### src/rtl/i2c_target_regs_if.sv
// Bus bundle between the I2C target and its surroundings: the two I2C pad
// lines plus the simple 8-bit register port that the target drives.
interface i2c_target_regs_if;
   logic       sclIn;
   logic       sdaIn;
   logic       sdaOut;
   logic [7:0] regAddr;
   logic [7:0] regWData;
   logic       regWrite;
   logic       regRead;
   logic [7:0] regRData;
   logic       busy;

   // The target side: samples the pads and read data, owns everything else.
   modport slave (
      input  sclIn, sdaIn, regRData,
      output sdaOut, regAddr, regWData, regWrite, regRead, busy
   );

   // The environment side: I2C controller pads plus the register bank.
   modport master (
      output sclIn, sdaIn, regRData,
      input  sdaOut, regAddr, regWData, regWrite, regRead, busy
   );
endinterface

### src/rtl/i2c_target_regs.sv
// I2C target answering a single 7-bit address. Write transfers load an
// 8-bit register pointer followed by data bytes; read transfers return
// bytes from the bank at the pointer. The pointer auto-increments after
// every data byte and survives between transfers. SCL is never stretched.
module i2c_target_regs #(
   parameter logic [6:0] ADDRESS    = 7'h42,
   parameter int         FILTER_LEN = 3
) (
   input  logic              clk_i,
   input  logic              reset,
   i2c_target_regs_if.slave  bus
);

   localparam int CNT_W = (FILTER_LEN > 1) ? $clog2(FILTER_LEN) : 1;
   localparam logic [CNT_W-1:0] CNT_MAX = CNT_W'(FILTER_LEN - 1);

   typedef enum logic [3:0] {
      IDLE, ADDR, ADDR_ACK, WR_PTR, PTR_ACK, WR_DATA, DATA_ACK,
      RD_DATA, RD_ACK, IGNORE
   } stateT;

   stateT            state, stateNext;
   logic [1:0]       sclSync, sdaSync;
   logic             sclFilt, sdaFilt, sclPrev, sdaPrev;
   logic [CNT_W-1:0] sclCnt, sdaCnt;
   logic             sclRise, sclFall, startEv, stopEv;
   logic [2:0]       bitCnt, bitCntNext;
   logic [7:0]       shiftReg, shiftNext, byteNow;
   logic             isRead, isReadNext;
   logic             ackPhase, ackPhaseNext;
   logic             ackGot, ackGotNext;
   logic             sdaOutR, sdaOutNext;
   logic [7:0]       regAddrR, regAddrNext;
   logic [7:0]       regWDataR, regWDataNext;
   logic             regWriteR, regWriteNext;
   logic             busyR, busyNext;
   logic             regReadComb;

   // Bring both pad inputs into the clock domain; idle bus level is high.
   always_ff @(posedge clk_i or negedge reset) begin
      if (!reset) begin
         sclSync <= 2'b11;
         sdaSync <= 2'b11;
      end else begin
         sclSync <= {sclSync[0], bus.sclIn};
         sdaSync <= {sdaSync[0], bus.sdaIn};
      end
   end

   // Accept a new SCL level only after it has differed from the current one for FILTER_LEN cycles in a row.
   always_ff @(posedge clk_i or negedge reset) begin
      if (!reset) begin
         sclFilt <= 1'b1;
         sclCnt  <= '0;
      end else if (sclSync[1] == sclFilt) begin
         sclCnt <= '0;
      end else if (sclCnt == CNT_MAX) begin
         sclFilt <= sclSync[1];
         sclCnt  <= '0;
      end else begin
         sclCnt <= sclCnt + 1'b1;
      end
   end

   // Same glitch filter for SDA, so a short spike can never fake START or STOP.
   always_ff @(posedge clk_i or negedge reset) begin
      if (!reset) begin
         sdaFilt <= 1'b1;
         sdaCnt  <= '0;
      end else if (sdaSync[1] == sdaFilt) begin
         sdaCnt <= '0;
      end else if (sdaCnt == CNT_MAX) begin
         sdaFilt <= sdaSync[1];
         sdaCnt  <= '0;
      end else begin
         sdaCnt <= sdaCnt + 1'b1;
      end
   end

   // Remember last cycle's filtered levels for edge detection.
   always_ff @(posedge clk_i or negedge reset) begin
      if (!reset) begin
         sclPrev <= 1'b1;
         sdaPrev <= 1'b1;
      end else begin
         sclPrev <= sclFilt;
         sdaPrev <= sdaFilt;
      end
   end

   assign sclRise = sclFilt & ~sclPrev;
   assign sclFall = ~sclFilt & sclPrev;
   assign startEv = sclFilt & sclPrev & sdaPrev & ~sdaFilt;
   assign stopEv  = sclFilt & sclPrev & ~sdaPrev & sdaFilt;
   assign byteNow = {shiftReg[6:0], sdaFilt};

   // Protocol state and datapath registers; reset releases SDA at once.
   always_ff @(posedge clk_i or negedge reset) begin
      if (!reset) begin
         state     <= IDLE;
         bitCnt    <= '0;
         shiftReg  <= '0;
         isRead    <= 1'b0;
         ackPhase  <= 1'b0;
         ackGot    <= 1'b0;
         sdaOutR   <= 1'b1;
         regAddrR  <= '0;
         regWDataR <= '0;
         regWriteR <= 1'b0;
         busyR     <= 1'b0;
      end else begin
         state     <= stateNext;
         bitCnt    <= bitCntNext;
         shiftReg  <= shiftNext;
         isRead    <= isReadNext;
         ackPhase  <= ackPhaseNext;
         ackGot    <= ackGotNext;
         sdaOutR   <= sdaOutNext;
         regAddrR  <= regAddrNext;
         regWDataR <= regWDataNext;
         regWriteR <= regWriteNext;
         busyR     <= busyNext;
      end
   end

   // Next-state logic; START/STOP win over clock edges, and the pointer bumps the cycle after a write strobe.
   always_comb begin
      stateNext    = state;
      bitCntNext   = bitCnt;
      shiftNext    = shiftReg;
      isReadNext   = isRead;
      ackPhaseNext = ackPhase;
      ackGotNext   = ackGot;
      sdaOutNext   = sdaOutR;
      regAddrNext  = regWriteR ? regAddrR + 8'd1 : regAddrR;
      regWDataNext = regWDataR;
      regWriteNext = 1'b0;
      busyNext     = busyR;
      regReadComb  = 1'b0;

      if (startEv) begin
         stateNext    = ADDR;
         bitCntNext   = '0;
         sdaOutNext   = 1'b1;
         busyNext     = 1'b1;
         ackPhaseNext = 1'b0;
         ackGotNext   = 1'b0;
      end else if (stopEv) begin
         stateNext  = IDLE;
         sdaOutNext = 1'b1;
         busyNext   = 1'b0;
      end else begin
         case (state)
            IDLE: begin
               sdaOutNext = 1'b1;
            end
            ADDR, WR_PTR, WR_DATA: begin
               if (sclRise) begin
                  shiftNext  = byteNow;
                  bitCntNext = bitCnt + 3'd1;
                  if (bitCnt == 3'd7) begin
                     ackPhaseNext = 1'b0;
                     if (state == ADDR) begin
                        if (byteNow[7:1] == ADDRESS) begin
                           stateNext  = ADDR_ACK;
                           isReadNext = byteNow[0];
                        end else begin
                           stateNext = IGNORE;
                        end
                     end else if (state == WR_PTR) begin
                        regAddrNext = byteNow;
                        stateNext   = PTR_ACK;
                     end else begin
                        regWDataNext = byteNow;
                        regWriteNext = 1'b1;
                        stateNext    = DATA_ACK;
                     end
                  end
               end
            end
            ADDR_ACK, PTR_ACK, DATA_ACK: begin
               if (sclFall) begin
                  if (!ackPhase) begin
                     sdaOutNext   = 1'b0;
                     ackPhaseNext = 1'b1;
                  end else begin
                     bitCntNext   = '0;
                     ackPhaseNext = 1'b0;
                     if (state == ADDR_ACK && isRead) begin
                        regReadComb = 1'b1;
                        shiftNext   = bus.regRData;
                        sdaOutNext  = bus.regRData[7];
                        stateNext   = RD_DATA;
                     end else begin
                        sdaOutNext = 1'b1;
                        stateNext  = (state == ADDR_ACK) ? WR_PTR : WR_DATA;
                     end
                  end
               end
            end
            RD_DATA: begin
               if (sclFall) begin
                  if (bitCnt == 3'd7) begin
                     sdaOutNext = 1'b1;
                     ackGotNext = 1'b0;
                     stateNext  = RD_ACK;
                  end else begin
                     sdaOutNext = shiftReg[6];
                     shiftNext  = {shiftReg[6:0], 1'b0};
                     bitCntNext = bitCnt + 3'd1;
                  end
               end
            end
            RD_ACK: begin
               if (sclRise && !ackGot) begin
                  regAddrNext = regAddrR + 8'd1;
                  if (sdaFilt) begin
                     stateNext = IGNORE;
                  end else begin
                     ackGotNext = 1'b1;
                  end
               end else if (sclFall && ackGot) begin
                  regReadComb = 1'b1;
                  shiftNext   = bus.regRData;
                  sdaOutNext  = bus.regRData[7];
                  bitCntNext  = '0;
                  ackGotNext  = 1'b0;
                  stateNext   = RD_DATA;
               end
            end
            IGNORE: begin
               sdaOutNext = 1'b1;
            end
            default: begin
               stateNext  = IDLE;
               sdaOutNext = 1'b1;
            end
         endcase
      end
   end

   assign bus.sdaOut   = sdaOutR;
   assign bus.regAddr  = regAddrR;
   assign bus.regWData = regWDataR;
   assign bus.regWrite = regWriteR;
   assign bus.regRead  = regReadComb;
   assign bus.busy     = busyR;

endmodule

### src/flat_wrapper.sv
// flat-port wrapper written by rule: the top's interface ports become plain ports
module i2c_target_regs_flat 
#(
   parameter logic [6:0] ADDRESS    = 7'h42,
   parameter int         FILTER_LEN = 3
)
  (clk_i, reset, bus_sclIn, bus_sdaIn, bus_regRData, bus_sdaOut, bus_regAddr, bus_regWData, bus_regWrite, bus_regRead, bus_busy);
  i2c_target_regs_if bus_i ();
  input  logic clk_i;
  input  logic reset;
  input wire logic [$bits(bus_i.sclIn)-1:0] bus_sclIn;
  input wire logic [$bits(bus_i.sdaIn)-1:0] bus_sdaIn;
  input wire logic [$bits(bus_i.regRData)-1:0] bus_regRData;
  output wire logic [$bits(bus_i.sdaOut)-1:0] bus_sdaOut;
  output wire logic [$bits(bus_i.regAddr)-1:0] bus_regAddr;
  output wire logic [$bits(bus_i.regWData)-1:0] bus_regWData;
  output wire logic [$bits(bus_i.regWrite)-1:0] bus_regWrite;
  output wire logic [$bits(bus_i.regRead)-1:0] bus_regRead;
  output wire logic [$bits(bus_i.busy)-1:0] bus_busy;
  assign bus_i.sclIn = bus_sclIn;
  assign bus_i.sdaIn = bus_sdaIn;
  assign bus_i.regRData = bus_regRData;
  assign bus_sdaOut = bus_i.sdaOut;
  assign bus_regAddr = bus_i.regAddr;
  assign bus_regWData = bus_i.regWData;
  assign bus_regWrite = bus_i.regWrite;
  assign bus_regRead = bus_i.regRead;
  assign bus_busy = bus_i.busy;
  i2c_target_regs #(.ADDRESS(ADDRESS), .FILTER_LEN(FILTER_LEN)) u_core (.clk_i(clk_i), .reset(reset), .bus(bus_i));
endmodule
### config.mk
export PLATFORM = sky130hd
export DESIGN_NAME = i2c_target_regs_flat
export DESIGN_NICKNAME = d
export VERILOG_FILES = /design/src/rtl/i2c_target_regs_if.sv /design/src/rtl/i2c_target_regs.sv /design/src/flat_wrapper.sv
export SDC_FILE = /design/constraint.sdc
export NUM_CORES = 1
export LEC_CHECK = 0
export CELL_PAD_IN_SITES_DETAIL_PLACEMENT = 2
export CELL_PAD_IN_SITES_GLOBAL_PLACEMENT = 2
export CORE_ASPECT_RATIO = 1.25
export CORE_MARGIN = 8
export CORE_UTILIZATION = 39
export DETAILED_ROUTE_END_ITERATION = 16
export PLACE_DENSITY = 0.86
export REMOVE_ABC_BUFFERS = 1
export SYNTH_ARGS = -nofsm -noshare
export SYNTH_HDL_FRONTEND = slang
export SYNTH_SLANG_ARGS = --single-unit
### constraint.sdc
create_clock -name clk_i -period 6.25 [get_ports clk_i]
set_clock_uncertainty 0.05 [all_clocks]
set_input_delay 0.9375 -clock clk_i [delete_from_list [all_inputs] [get_ports clk_i]]
set_output_delay 0.9375 -clock clk_i [all_outputs]
set_load 0.005 [all_outputs]
==> impl_metrics.json <==
{
  "outcome": "finished, final reports clean",
  "clock_sink_count": 48,
  "floorplan.die.width_um": 91.6,
  "number_of_nets_with_antenna_violations_after_routing": 0,
  "cts-buffers-inserted": 5,
  "power.net_switching_uw": 669,
  "report.power.total_uw": 1580,
  "io_buffers": 31,
  "p_seq_frac": 0.369,
  "timing.hold.worst.class": "flop to flop",
  "cts_max_path_buffers": 2,
  "grt_antenna_before_repair": 0,
  "clock_insertion_delay_worst_skew_ns": 0.31,
  "final_max_slew_viol_count": 0,
  "peakVddDrop_mv": 0.204,
  "floorplan.initialDensity": 0.402,
  "layout.cells.most_common_list": "39 x sky130_fd_sc_hd__dfrtp_1, 30 x sky130_fd_sc_hd__clkdlybuf4s50_1, 23 x sky130_fd_sc_hd__nand2_1",
  "power.switching_fraction": 0.423,
  "worst_hold_startpoint": "u_core.sdaSync[0]",
  "synthToLayoutAreaGrowth_pct": 17.4,
  "post_route_setup_tns_ns": 0,
  "fp-row-count": 34,
  "worst_path_dominant_cell_family": "flip-flops",
  "share_clk_of_total_power": 0.175,
  "synthesis.area_sq_mm": 0.00279,
  "crit_buf_inv": 1,
  "holdPathEnd": "u_core.sdaSync[1]",
  "final_common_cell": "sky130_fd_sc_hd__dfrtp_1",
  "ys_async_sr_fraction": 1.00,
  "combinationalPowerShare": 0.456,
  "avgRoutedWirePerCell_um": 23.2,
  "cpPeakStageDelay_ns": 0.70,
  "drc_errors": 0,
  "ctsResizeCount": 0,
  "route.final.wire_length_mm": 8.93,
  "timing.reg2reg.setup_slack_ns": 3.67,
  "post-cts-setup-buffer-count": 0,
  "period_share": 0.543,
  "path_class": "flop to primary output",
  "htreeDepth": 2,
  "critPathRequiredTime_ns": 5.26,
  "hold_viol_final": 0,
  "synth.lib_cells_used.distinct": 69,
  "fillCellCount": 717,
  "crit_path_start_kind": "flop",
  "worstPathMaxFanout": 20,
  "globalRouteOverflowTotal": 0,
  "synth_enable_flop_cells": 0,
  "power.internal_uw": 913,
  "max_freq_mhz": 295,
  "grt_setup_unrepaired": "no",
  "postSynthCellCount": 268,
  "tightest_slew_ns": 0.827,
  "min_period_ns": 3.39,
  "leakage_uw": 0.00131,
  "share_of_final_layout_standard_cells_stronger_than_drive_strength_1": 0.186,
  "num-nets-final": 309,
  "setup_viol_count_final": 0,
  "vias": 2362,
  "synth.ff_latch_count": 48,
  "antenna-diode-count": 0,
  "rr_endpoint": "u_core.bus.regWData[7]",
  "min_delay_path_depth": 0,
  "dp.final_hpwl_mm": 6.46,
  "postSynthAreaPerCell_sq_um": 10.4,
  "die-height_um": 111,
  "die_area_sq_mm": 0.0101,
  "endpoint_kind": "primary output",
  "timing.reg2reg.worst_path_depth": 4,
  "grtUsageTotal": 0.178,
  "cts_tree": "done",
  "routabilityCongestion": 0.902,
  "yosysWarnings": 0,
  "placeable_core_area_sq_mm": 0.00693,
  "clockRootBuffer": "sky130_fd_sc_hd__clkbuf_8",
  "dr.first_iter.drc_count": 114,
  "timing.slew.headroom": 0.444,
  "number_of_global_route_vias_before_repair": 2560,
  "vias_per_cell": 6.14,
  "critPathArrivalTime_ns": 2.41,
  "max_cap_viol_count": 0,
  "synth.yosys.seq_area_share": 0.435,
  "crit_slowest_cell": "sky130_fd_sc_hd__dfrtp_1",
  "i_o_pins": 32,
  "first_pass_iters": 4,
  "ys.flop_type": "sky130_fd_sc_hd__dfrtp_1",
  "worstReg2RegStart": "u_core.state[0]",
  "grt_start_max_net_pins": 49,
  "worst_setup_hold_path_clk_slew_ns": 0.10,
  "cellPowerDensity_mw_per_mm2": 483,
  "cp_cell_sequence": "nor4b_4 -> nand2_1 -> a21oi_1 -> clkdlybuf4s50_1",
  "global_route_wire_length_before_repair_mm": 14.4,
  "post_cts_hold_buffer_count": 0
}
## power groups by stage
stage | Clock, uW | Combinational [uW] | Sequential [uW]
2_1_floorplan | 0 | 510 | 528
3_3_place_gp | 0 | 684 | 567
3_5_place_dp | 0 | 714 | 583
4_1_cts | 283 | 722 | 579
5_1_grt | 292 | 781 | 597
6_report | 277 | 722 | 583
## cells in the mapped netlist (4+ instances only)
master                      count  area [sq um]
sky130_fd_sc_hd__dfrtp_1       39           976
sky130_fd_sc_hd__nand2_1       23          86.3
sky130_fd_sc_hd__a21oi_1       16          80.1
sky130_fd_sc_hd__o21ai_0       16          80.1
sky130_fd_sc_hd__mux2_2        15           169
sky130_fd_sc_hd__nor2_1        14          52.6
sky130_fd_sc_hd__dfstp_2        9           236
sky130_fd_sc_hd__inv_1          8          30.0
sky130_fd_sc_hd__nor3_1         8          40.0
sky130_fd_sc_hd__mux2_1         7          78.8
sky130_fd_sc_hd__buf_2          6          30.0
sky130_fd_sc_hd__a22o_1         4          35.0
sky130_fd_sc_hd__a31o_2         4          35.0
sky130_fd_sc_hd__nand2b_1       4          25.0
sky130_fd_sc_hd__nand4_1        4          25.0
sky130_fd_sc_hd__nor2b_1        4          25.0
sky130_fd_sc_hd__o2111ai_1      4          35.0
sky130_fd_sc_hd__xor2_1         4          35.0
## layout make-up
cell class	count	area, sq um	area share
Inverter	8	30.0	0.00918
Clock buffer	5	68.8	0.0210
Sequential cell	48	1210	0.371
Timing Repair Buffer	32	313	0.0956
Clock inverter	3	68.8	0.0210
Multi-Input combinational cell	199	1470	0.448
Tap cell	90	113	0.0344
## cells by family after synthesis
logic type / Yosys count / share of synthesized area
xor gates and xnor gates: 6 / 0.0189
muxes: 24 / 0.0961
adders and majority gates: 3 / 0.0135
and+or+nand+nor: 85 / 0.181
AOI/OAI and AO/OA: 81 / 0.217
buffers and inverters: 21 / 0.0390
DFF: 48 / 0.435
## worst max path at each step
stage,startpoint,end,slack [ns],cells after the start
floorplan,u_core.state[2],bus_regRead,3.96,3
global placement,u_core.state[2],bus_regRead,3.31,4
detailed placement,u_core.state[1],bus_regRead,3.19,4
CTS,u_core.state[2],bus_regRead,2.84,4
global route,u_core.state[3],bus_regRead,2.71,4
finish,u_core.state[3],bus_regRead,2.86,4
## flip-flops by register name (all words and copies together), names as in the netlist, 2 cells and up
signal and cells:
u_core.bitCnt 3, u_core.bus.regAddr 8, u_core.bus.regWData 8, u_core.sclCnt 2, u_core.sclSync 2, u_core.sdaCnt 2, u_core.sdaSync 2, u_core.shiftReg 7
u_core.state 4
## metrics by stage
stage	instance area [sq um]	util	setup slack [ns]	cells	hold WS (ns)
2_1_floorplan	2710	-	3.96	255	0.295
3_3_place_gp	3130	0.452	3.31	377	0.297
3_5_place_dp	3130	0.452	3.19	377	0.298
4_1_cts	3270	0.472	2.84	385	0.315
5_1_grt	3270	0.472	2.71	385	0.318
6_report	3270	0.472	2.86	385	0.314
## metal layers
layer,vias up,global-route usage,wire [um]
li1,1052,-,-
met1,1245,0.219,3880
met2,50,0.303,4590
met3,15,0.0278,258
met4,0,0.0646,195
met5,-,0,0
Power figures use the tool's default switching activity.
